## src/rtl/pc_sp_sequencer.sv

```systemverilog
// pc_sp_sequencer
// Program counter and stack pointer unit for the cs147sec05 processor.
// It applies the sequential, branch, jump, jump-register and jal PC updates in
// a single cycle. Push and pop run as req/ack memory transactions, and the unit
// refuses stack accesses that would run past either end of the stack.

module pc_sp_sequencer #(
    parameter int                    DATA_WIDTH  = 32,
    parameter int                    IMM_WIDTH   = 16,
    parameter int                    JADDR_WIDTH = 26,
    parameter logic [DATA_WIDTH-1:0] PC_INIT     = 32'h0000_1000,
    parameter logic [DATA_WIDTH-1:0] SP_INIT     = 32'h03FF_FFFF,
    parameter logic [DATA_WIDTH-1:0] SP_LIMIT    = 32'h03FF_0000
) (
    input  logic                   clk,
    input  logic                   rst,
    input  logic [2:0]             op,
    input  logic                   valid,
    output logic                   ready,
    input  logic                   taken,
    input  logic [IMM_WIDTH-1:0]   imm,
    input  logic [JADDR_WIDTH-1:0] jaddr,
    input  logic [DATA_WIDTH-1:0]  rs_data,
    output logic [DATA_WIDTH-1:0]  pc,
    output logic [DATA_WIDTH-1:0]  sp,
    output logic [DATA_WIDTH-1:0]  ret_addr,
    output logic                   mem_req,
    output logic                   mem_we,
    output logic [DATA_WIDTH-1:0]  mem_addr,
    output logic [DATA_WIDTH-1:0]  mem_wdata,
    input  logic [DATA_WIDTH-1:0]  mem_rdata,
    input  logic                   mem_ack,
    output logic [DATA_WIDTH-1:0]  pop_data,
    output logic                   done,
    output logic                   ovf,
    output logic                   unf
);

    typedef enum logic {
        S_IDLE,
        S_MEM
    } state_t;

    localparam logic [2:0] OP_NOP  = 3'd0;
    localparam logic [2:0] OP_SEQ  = 3'd1;
    localparam logic [2:0] OP_BR   = 3'd2;
    localparam logic [2:0] OP_JMP  = 3'd3;
    localparam logic [2:0] OP_JR   = 3'd4;
    localparam logic [2:0] OP_JAL  = 3'd5;
    localparam logic [2:0] OP_PUSH = 3'd6;
    localparam logic [2:0] OP_POP  = 3'd7;

    localparam logic [DATA_WIDTH-1:0] ONE = {{(DATA_WIDTH-1){1'b0}}, 1'b1};

    state_t                  state_q, state_n;
    logic [DATA_WIDTH-1:0]   pc_q, pc_n;
    logic [DATA_WIDTH-1:0]   sp_q, sp_n;
    logic [DATA_WIDTH-1:0]   ret_q, ret_n;
    logic                    we_q, we_n;
    logic [DATA_WIDTH-1:0]   addr_q, addr_n;
    logic [DATA_WIDTH-1:0]   wdata_q, wdata_n;
    logic [DATA_WIDTH-1:0]   pop_q, pop_n;
    logic                    done_q, done_n;
    logic                    ovf_q, ovf_n;
    logic                    unf_q, unf_n;

    logic [DATA_WIDTH-1:0]   pc_inc;
    logic [DATA_WIDTH-1:0]   imm_sext;
    logic [DATA_WIDTH-1:0]   jaddr_zext;

    assign pc_inc     = pc_q + ONE;
    assign imm_sext   = {{(DATA_WIDTH-IMM_WIDTH){imm[IMM_WIDTH-1]}}, imm};
    assign jaddr_zext = {{(DATA_WIDTH-JADDR_WIDTH){1'b0}}, jaddr};

    assign ready     = (state_q == S_IDLE);
    assign mem_req   = (state_q == S_MEM);
    assign pc        = pc_q;
    assign sp        = sp_q;
    assign ret_addr  = ret_q;
    assign mem_we    = we_q;
    assign mem_addr  = addr_q;
    assign mem_wdata = wdata_q;
    assign pop_data  = pop_q;
    assign done      = done_q;
    assign ovf       = ovf_q;
    assign unf       = unf_q;

    // Next-state and datapath updates: ops are accepted only in IDLE, and an ack only completes a transfer in MEM
    always_comb begin
        state_n = state_q;
        pc_n    = pc_q;
        sp_n    = sp_q;
        ret_n   = ret_q;
        we_n    = we_q;
        addr_n  = addr_q;
        wdata_n = wdata_q;
        pop_n   = pop_q;
        done_n  = 1'b0;
        ovf_n   = ovf_q;
        unf_n   = unf_q;
        case (state_q)
            S_IDLE: begin
                if (valid) begin
                    case (op)
                        OP_NOP: begin
                            done_n = 1'b1;
                        end
                        OP_SEQ: begin
                            pc_n   = pc_inc;
                            done_n = 1'b1;
                        end
                        OP_BR: begin
                            pc_n   = taken ? (pc_inc + imm_sext) : pc_inc;
                            done_n = 1'b1;
                        end
                        OP_JMP: begin
                            pc_n   = jaddr_zext;
                            done_n = 1'b1;
                        end
                        OP_JR: begin
                            pc_n   = rs_data;
                            done_n = 1'b1;
                        end
                        OP_JAL: begin
                            ret_n  = pc_inc;
                            pc_n   = jaddr_zext;
                            done_n = 1'b1;
                        end
                        OP_PUSH: begin
                            if (sp_q < SP_LIMIT) begin
                                ovf_n  = 1'b1;
                                pc_n   = pc_inc;
                                done_n = 1'b1;
                            end else begin
                                state_n = S_MEM;
                                we_n    = 1'b1;
                                addr_n  = sp_q;
                                wdata_n = rs_data;
                            end
                        end
                        OP_POP: begin
                            if (sp_q == SP_INIT) begin
                                unf_n  = 1'b1;
                                pc_n   = pc_inc;
                                done_n = 1'b1;
                            end else begin
                                state_n = S_MEM;
                                we_n    = 1'b0;
                                addr_n  = sp_q + ONE;
                            end
                        end
                        default: begin
                            state_n = S_IDLE;
                        end
                    endcase
                end
            end
            S_MEM: begin
                if (mem_ack) begin
                    state_n = S_IDLE;
                    pc_n    = pc_inc;
                    done_n  = 1'b1;
                    if (we_q) begin
                        sp_n = sp_q - ONE;
                    end else begin
                        sp_n  = sp_q + ONE;
                        pop_n = mem_rdata;
                    end
                end
            end
            default: begin
                state_n = S_IDLE;
            end
        endcase
    end

    // State and datapath registers; a low reset drops any transfer still in flight
    always_ff @(posedge clk) begin
        if (!rst) begin
            state_q <= S_IDLE;
            pc_q    <= PC_INIT;
            sp_q    <= SP_INIT;
            ret_q   <= '0;
            we_q    <= 1'b0;
            addr_q  <= '0;
            wdata_q <= '0;
            pop_q   <= '0;
            done_q  <= 1'b0;
            ovf_q   <= 1'b0;
            unf_q   <= 1'b0;
        end else begin
            state_q <= state_n;
            pc_q    <= pc_n;
            sp_q    <= sp_n;
            ret_q   <= ret_n;
            we_q    <= we_n;
            addr_q  <= addr_n;
            wdata_q <= wdata_n;
            pop_q   <= pop_n;
            done_q  <= done_n;
            ovf_q   <= ovf_n;
            unf_q   <= unf_n;
        end
    end

endmodule
```

## config.mk

```make
export PLATFORM = sky130hd
export DESIGN_NAME = pc_sp_sequencer
export DESIGN_NICKNAME = d
export VERILOG_FILES = /design/src/rtl/pc_sp_sequencer.sv
export SDC_FILE = /design/constraint.sdc
export NUM_CORES = 1
export LEC_CHECK = 0
export CORE_ASPECT_RATIO = 0.9
export CORE_MARGIN = 4
export CORE_UTILIZATION = 35
export CTS_CLUSTER_DIAMETER = 40
export DETAILED_ROUTE_END_ITERATION = 6
export MAX_ROUTING_LAYER = met4
export PLACE_DENSITY_LB_ADDON = 0.2
export RECOVER_POWER = 50
export SLEW_MARGIN = 25
export SYNTH_ARGS = -nofsm -noshare
export SYNTH_HDL_FRONTEND = slang
export SYNTH_SLANG_ARGS = --single-unit
```

## constraint.sdc

```tcl
create_clock -name clk -period 3.55 [get_ports clk]
set_input_delay 0.71 -clock clk [delete_from_list [all_inputs] [get_ports clk]]
set_output_delay 0.71 -clock clk [all_outputs]
set_load 0.02 [all_outputs]
```

# [Yosys cells after proc, flatten, opt, wreduce, memory -nomap -nowiden]
# Cells that the tools add are included.
[totals] regBits=197 input_bits=114 n_memories=0 mem_bits_rw=0 wordCells=72 romBits=0 latchBits=0
[classes] eq_ne=15 shifts=0 mux=26 order_cmp=1 addsub=4 n_reduce_logical=12 bitwise_logic=3 mul=0 div_mod_pow=0
[op_table] op="2-to-1 mux 32 bit" n=8
[op_table] op="case mux 32 bit (6 select lines)" n=1
[op_table] op="case mux 32 bit (2 select lines)" n=2
[op_table] op="adder 32 x 1 -> 32 bit (second input constant)" n=2
[op_table] op="adder 32 bit" n=1
[op_table] op="equality test 32 x 26 -> 1 bit (second input constant)" n=1
[op_table] op="less-than comparator 32 x 26 -> 1 bit (second input constant)" n=1
[op_table] op="subtractor 32 x 1 -> 32 bit (second input constant)" n=1
[op_table] op="equality test 3 bit (second input constant)" n=4
[op_table] op="AND reduction 4 bit" n=3
[op_table] op="2-to-1 mux 1 bit" n=10
[op_table] op="AND reduction 5 bit" n=2
[op_table] op="!= test 2 bit (second input constant)" n=4
[op_table] op="case mux 1 bit (2 select lines)" n=4
[op_table] op="!= test 7 x 2 -> 1 bit (second input constant)" n=1
[op_table] op="equality test 3 x 2 -> 1 bit (second input constant)" n=2
[op_table] op="!= test 3 bit (second input constant)" n=2
[op_table] op="AND reduction 3 bit" n=2
[op_table] op="OR reduction 6 bit" n=1
[op_table] op="equality test 3 x 1 -> 1 bit (second input constant)" n=1
[op_table] op="logical NOT 3 bit" n=1
[op_table] op="inverter 1 bit" n=3
[op_table] op="case mux 1 bit (3 select lines)" n=1
[op_table] op="AND reduction 2 bit" n=1
[op_table] op="other kinds (2)" n=2

# [Longest topological paths before layout]
[depth] word_depth=6 ltp_mapped=17

# [Worst setup path after synthesis]
# No wires, ideal clock.
[synth_path] path_kind="register to register" start="register pc_q[0], in the netlist pc[0]" end="register pc_q[31], in the netlist pc[31]" path_buffers=1 stages_incl_launch_ff=18 arrival_ns=3.789 slack_ns=-0.373 path_cell_list="dfxtp_1 ha_1 nand3_1 or2_2 nor3_1 and3_1 xnor2_1 inv_1 ha_1 clkbuf_1 a21o_1 a21oi_1 nor2_1 a31o_2 a211oi_1 o311ai_0 a41oi_1 o311ai_1"
[synth_between] elab_chain_cells=6 elab_cells_between_ends=9 classes_between="add/sub (2); mux (7)"
[synth_rtl] item="start: declaration" line_no="56" text="logic [DATA_WIDTH-1:0] pc_q, pc_n;"
[synth_rtl] item="start signal: assignment" line_no="193" text="pc_q <= pc_n;"
[synth_rtl] item="adder 32 x 1 -> 32 bit" line_no="71" text="assign pc_inc = pc_q + ONE;"
[synth_rtl] item="named net pc_inc[28]" line_no="67" text="logic [DATA_WIDTH-1:0] pc_inc;"
[synth_rtl] item="adder 32 bit" line_no="113" text="pc_n = taken ? (pc_inc + imm_sext) : pc_inc;"
[synth_rtl] item="2-to-1 mux 32 bit" line_no="113"
[synth_rtl] item="case mux 32 bit (6 select lines)" line_no="104" text="case (op)"
[synth_rtl] item="2-to-1 mux 32 bit" line_no="103" text="if (valid) begin"
[synth_rtl] item="case mux 32 bit (2 select lines)" line_no="101" text="case (state_q)"
# The timed path passes the listed nets, and every way through them passes these cells. The select of a mux whose other input is x is not followed.
# A chain may end at the register's enable or synchronous reset.

# [Worst setup path after layout]
[layout_path] start="register pc_q[1], in the netlist pc[1]" end="register pc_q[31], in the netlist pc[31]"
# The elaborated chain is that of the path after synthesis.

==> results.toml <==
[placed_design]
post-dp-hpwl_mm = 36.47
gp_congestion = 0.9869
io_buffers = 311

[synth]
synth_edf_count = 0
synth_cells = 1558
ys.flop_type = "dfxtp_1"
syn_nets = 1713
avgSynthCellArea_sq_um = 7.505
async_flop_share_pct = 0
synth-seq-cells = 197
synth_cell_types = 85
ys_warn_count = 0
ys_seq_area_share_pct = 33.73
syn_area_sq_mm = 0.01169

[worst_setup_path]
critPathKind = "reg -> reg"
critPathLaunchType = "flop"
required_ns = 3.88
arrival_ns = 3.86
cp-end-kind = "flop"
crit_top_cell = "buf_4"
worstPathMaxFanout = 4
r2r_slack_ns = 0.02
max_stage_delay_ns = 0.40
cp_cell_sequence = "nand2_4 -> nor3_4 -> nand4_1 -> buf_4 -> nor2_1 -> xor2_1 -> buf_4 -> ha_1 -> nand2_2 -> nor2_2 -> nand4b_1 -> and4b_2 -> o21a_1 -> o311ai_2 -> buf_4 -> buf_4 -> o311ai_2"
critPathSlowestCell = "dfxtp_4"

[cells_and_area]
seq_area_sq_mm = 0.003970
nNetsFinal = 2154
mostFrequentLayoutCell = "nand2_1"
multiInputGateArea_sq_mm = 0.007644
layout-drive-gt1-share_pct = 19.23
mostFrequentLayoutCells = "246 x nand2_1, 214 x buf_4, 188 x clkdlybuf4s50_1"
fill_cells = 3160
area_growth_pct = 52.32

[global_routing]
grt_first_pass_wirelength_mm = 73.22
grt_max_degree = 78
antenna_found_initial = 7
grt_overflow = 0
grt_pass1_vias = 12600
track_usage_pct = 26.00

[routing]
wirelength_mm = 48.62
drtPass1Iterations = 7
wire_per_inst_um = 19.92
drc = 9
vias = 13240
via_per_inst = 5.423
drt_iter0_markers = 946
ant_nets = 0

[power_and_ir_drop]
total_power_mw = 6.764
peakVddDrop_mv = 0.3382
power_density_mw_per_mm2 = 379.8
p_leak_nw = 7.285

[clock_tree]
numClockSinks = 197
cts_max_level = 4
cts_tree = "built"
holdBufCountCts = 0
clock_latency_ns = 0.45
root_buffer = "clkbuf_16"
clkTransAtPathRegs_ns = 0.10
cts_made_buffers = 17
cts_buffer_depth = 2

[floorplan]
die_x_um = 200.7
row_count = 63
initial_core_util_pct = 35.49
die_area_sq_mm = 0.03640
die_h_um = 181.4
coreArea_sq_mm = 0.03295
io_pins = 312

[timing]
fmax_mhz = 283.6
drv_slew = 0
hold_violations = 0
grt_setup_unrepaired = "yes"
setup_tns_ns = 0
fin_crit_sh_pct = 99.31
relSlewSlack_pct = 18.13
worst_pin_slew_ns = 1.228
layout_min_cycle_time_ns = 3.526
setup_viol = 0
skew_ns = 0.02116

[min_path]
hold_class = "reg -> reg"

[flow_run]
drv_cap = 0

[outcome]
violations = "design-rule violations"
status = "finished with violations"
-- through the flow --
stage          util (%)  hold slack, ns  cells  setup slack, ns  instance area, sq um
3_3_place_gp      50.47          0.4412   2388          -0.1641                 16630
5_1_grt           54.05          0.4697   2441         -0.09726                 17810
3_5_place_dp      50.47          0.4470   2388          -0.1868                 16630
6_report          54.05          0.4526   2441          0.02432                 17810
4_1_cts           52.77          0.4582   2424         0.002426                 17390
2_1_floorplan         -          0.5345   1558         -0.02403                 11770
-- critical path: cells and delay by family, from the launching register on --
family / cells / cell delay (ns)
compound gates: 3 / 0.54
xor+xnor: 1 / 0.28
fa+ha+maj: 1 / 0.15
simple gates: 8 / 1.38
buf+inv: 4 / 0.63
flops: 1 / 0.40
-- layout make-up --
class	count	area share [%]
Multi-Input combinational cell	1209	42.92
Timing Repair Buffer	541	27.55
Tap cell	422	2.965
Antenna cell	7	0.09836
Inverter	33	0.7096
Sequential cell	197	22.29
Clock inverter	15	1.075
Clock buffer	17	2.389
-- kinds of logic after synthesis --
family	share of synthesized area [%]
multiplexers	0.2782
flip-flops	33.73
AO/OA/AOI/OAI	23.17
buffers and inverters	5.275
AND/OR/NAND/NOR	25.38
XOR/XNOR	7.715
adder cells (fa/ha/maj)	4.452
-- registers in the layout, indices dropped and copies added, names as in the netlist --
| register | count |
|---|---|
| mem_wdata | 32 |
| ret_addr | 32 |
| mem_we | 1 |
| pop_data | 32 |
| ovf | 1 |
| mem_req | 1 |
| unf | 1 |
| pc | 32 |
| sp | 32 |
| mem_addr | 32 |
| done | 1 |
-- what timing repair did --
action                                  4_1_cts  5_1_grt
hold endpoints to repair                      0        0
gates resized for setup                      26       78
buffers inserted                              4       10
pin swaps                                    11       55
endpoints found under the setup margin       14       19
-- power by group --
part           leakage (nW)  switching, mW  internal (mW)
clock network         0.293           1.12          0.978
registers              1.61         0.0914           2.32
logic                  5.39           1.23           1.03
total                  7.28           2.44           4.32
-- layer usage --
layer / part of all wire, % / GRT usage (%) / wire (um) / up-vias
li1: - / - / - / 6418
met1: 44 / 34.40 / 21630 / 6260
met2: 45 / 39.13 / 21890 / 483
met3: 7.7 / 6.625 / 3722 / 77
met4: 2.8 / 8.368 / 1384 / 0
met5: 0 / - / 0 / -
-- cells in the mapped netlist (11+ instances only) --
master    count  area (sq um)
dfxtp_1     197          3944
nand4_1      19         118.9
and3_1       14         87.58
a21oi_1     138         690.7
a31oi_1      14         87.58
inv_1        31         116.4
a211oi_1     45         337.8
a21o_1       16         120.1
nand3_1      47         235.2
nor3_1       54         270.3
a222oi_1     11         110.1
o21ai_0      69         345.3
o211ai_1     14         105.1
nor2_1      169         634.4
or3_1        22         137.6
xnor2_1      52         455.4
ha_1         40         500.5
clkbuf_1     99         371.6
xor2_1       51         446.7
a22oi_1      12         90.09
nand2_1     253         949.7
-- worst paths after layout --
path                              startpoint      endpoint  cells after the start
worst max-delay path                   pc[1]        pc[31]                     17
worst max register to register         pc[1]        pc[31]                     17
worst min register to register  mem_wdata[9]  mem_wdata[9]                      2
worst min-delay path            mem_wdata[9]  mem_wdata[9]                      2
Note: power is estimated with default switching activity, not from simulation.
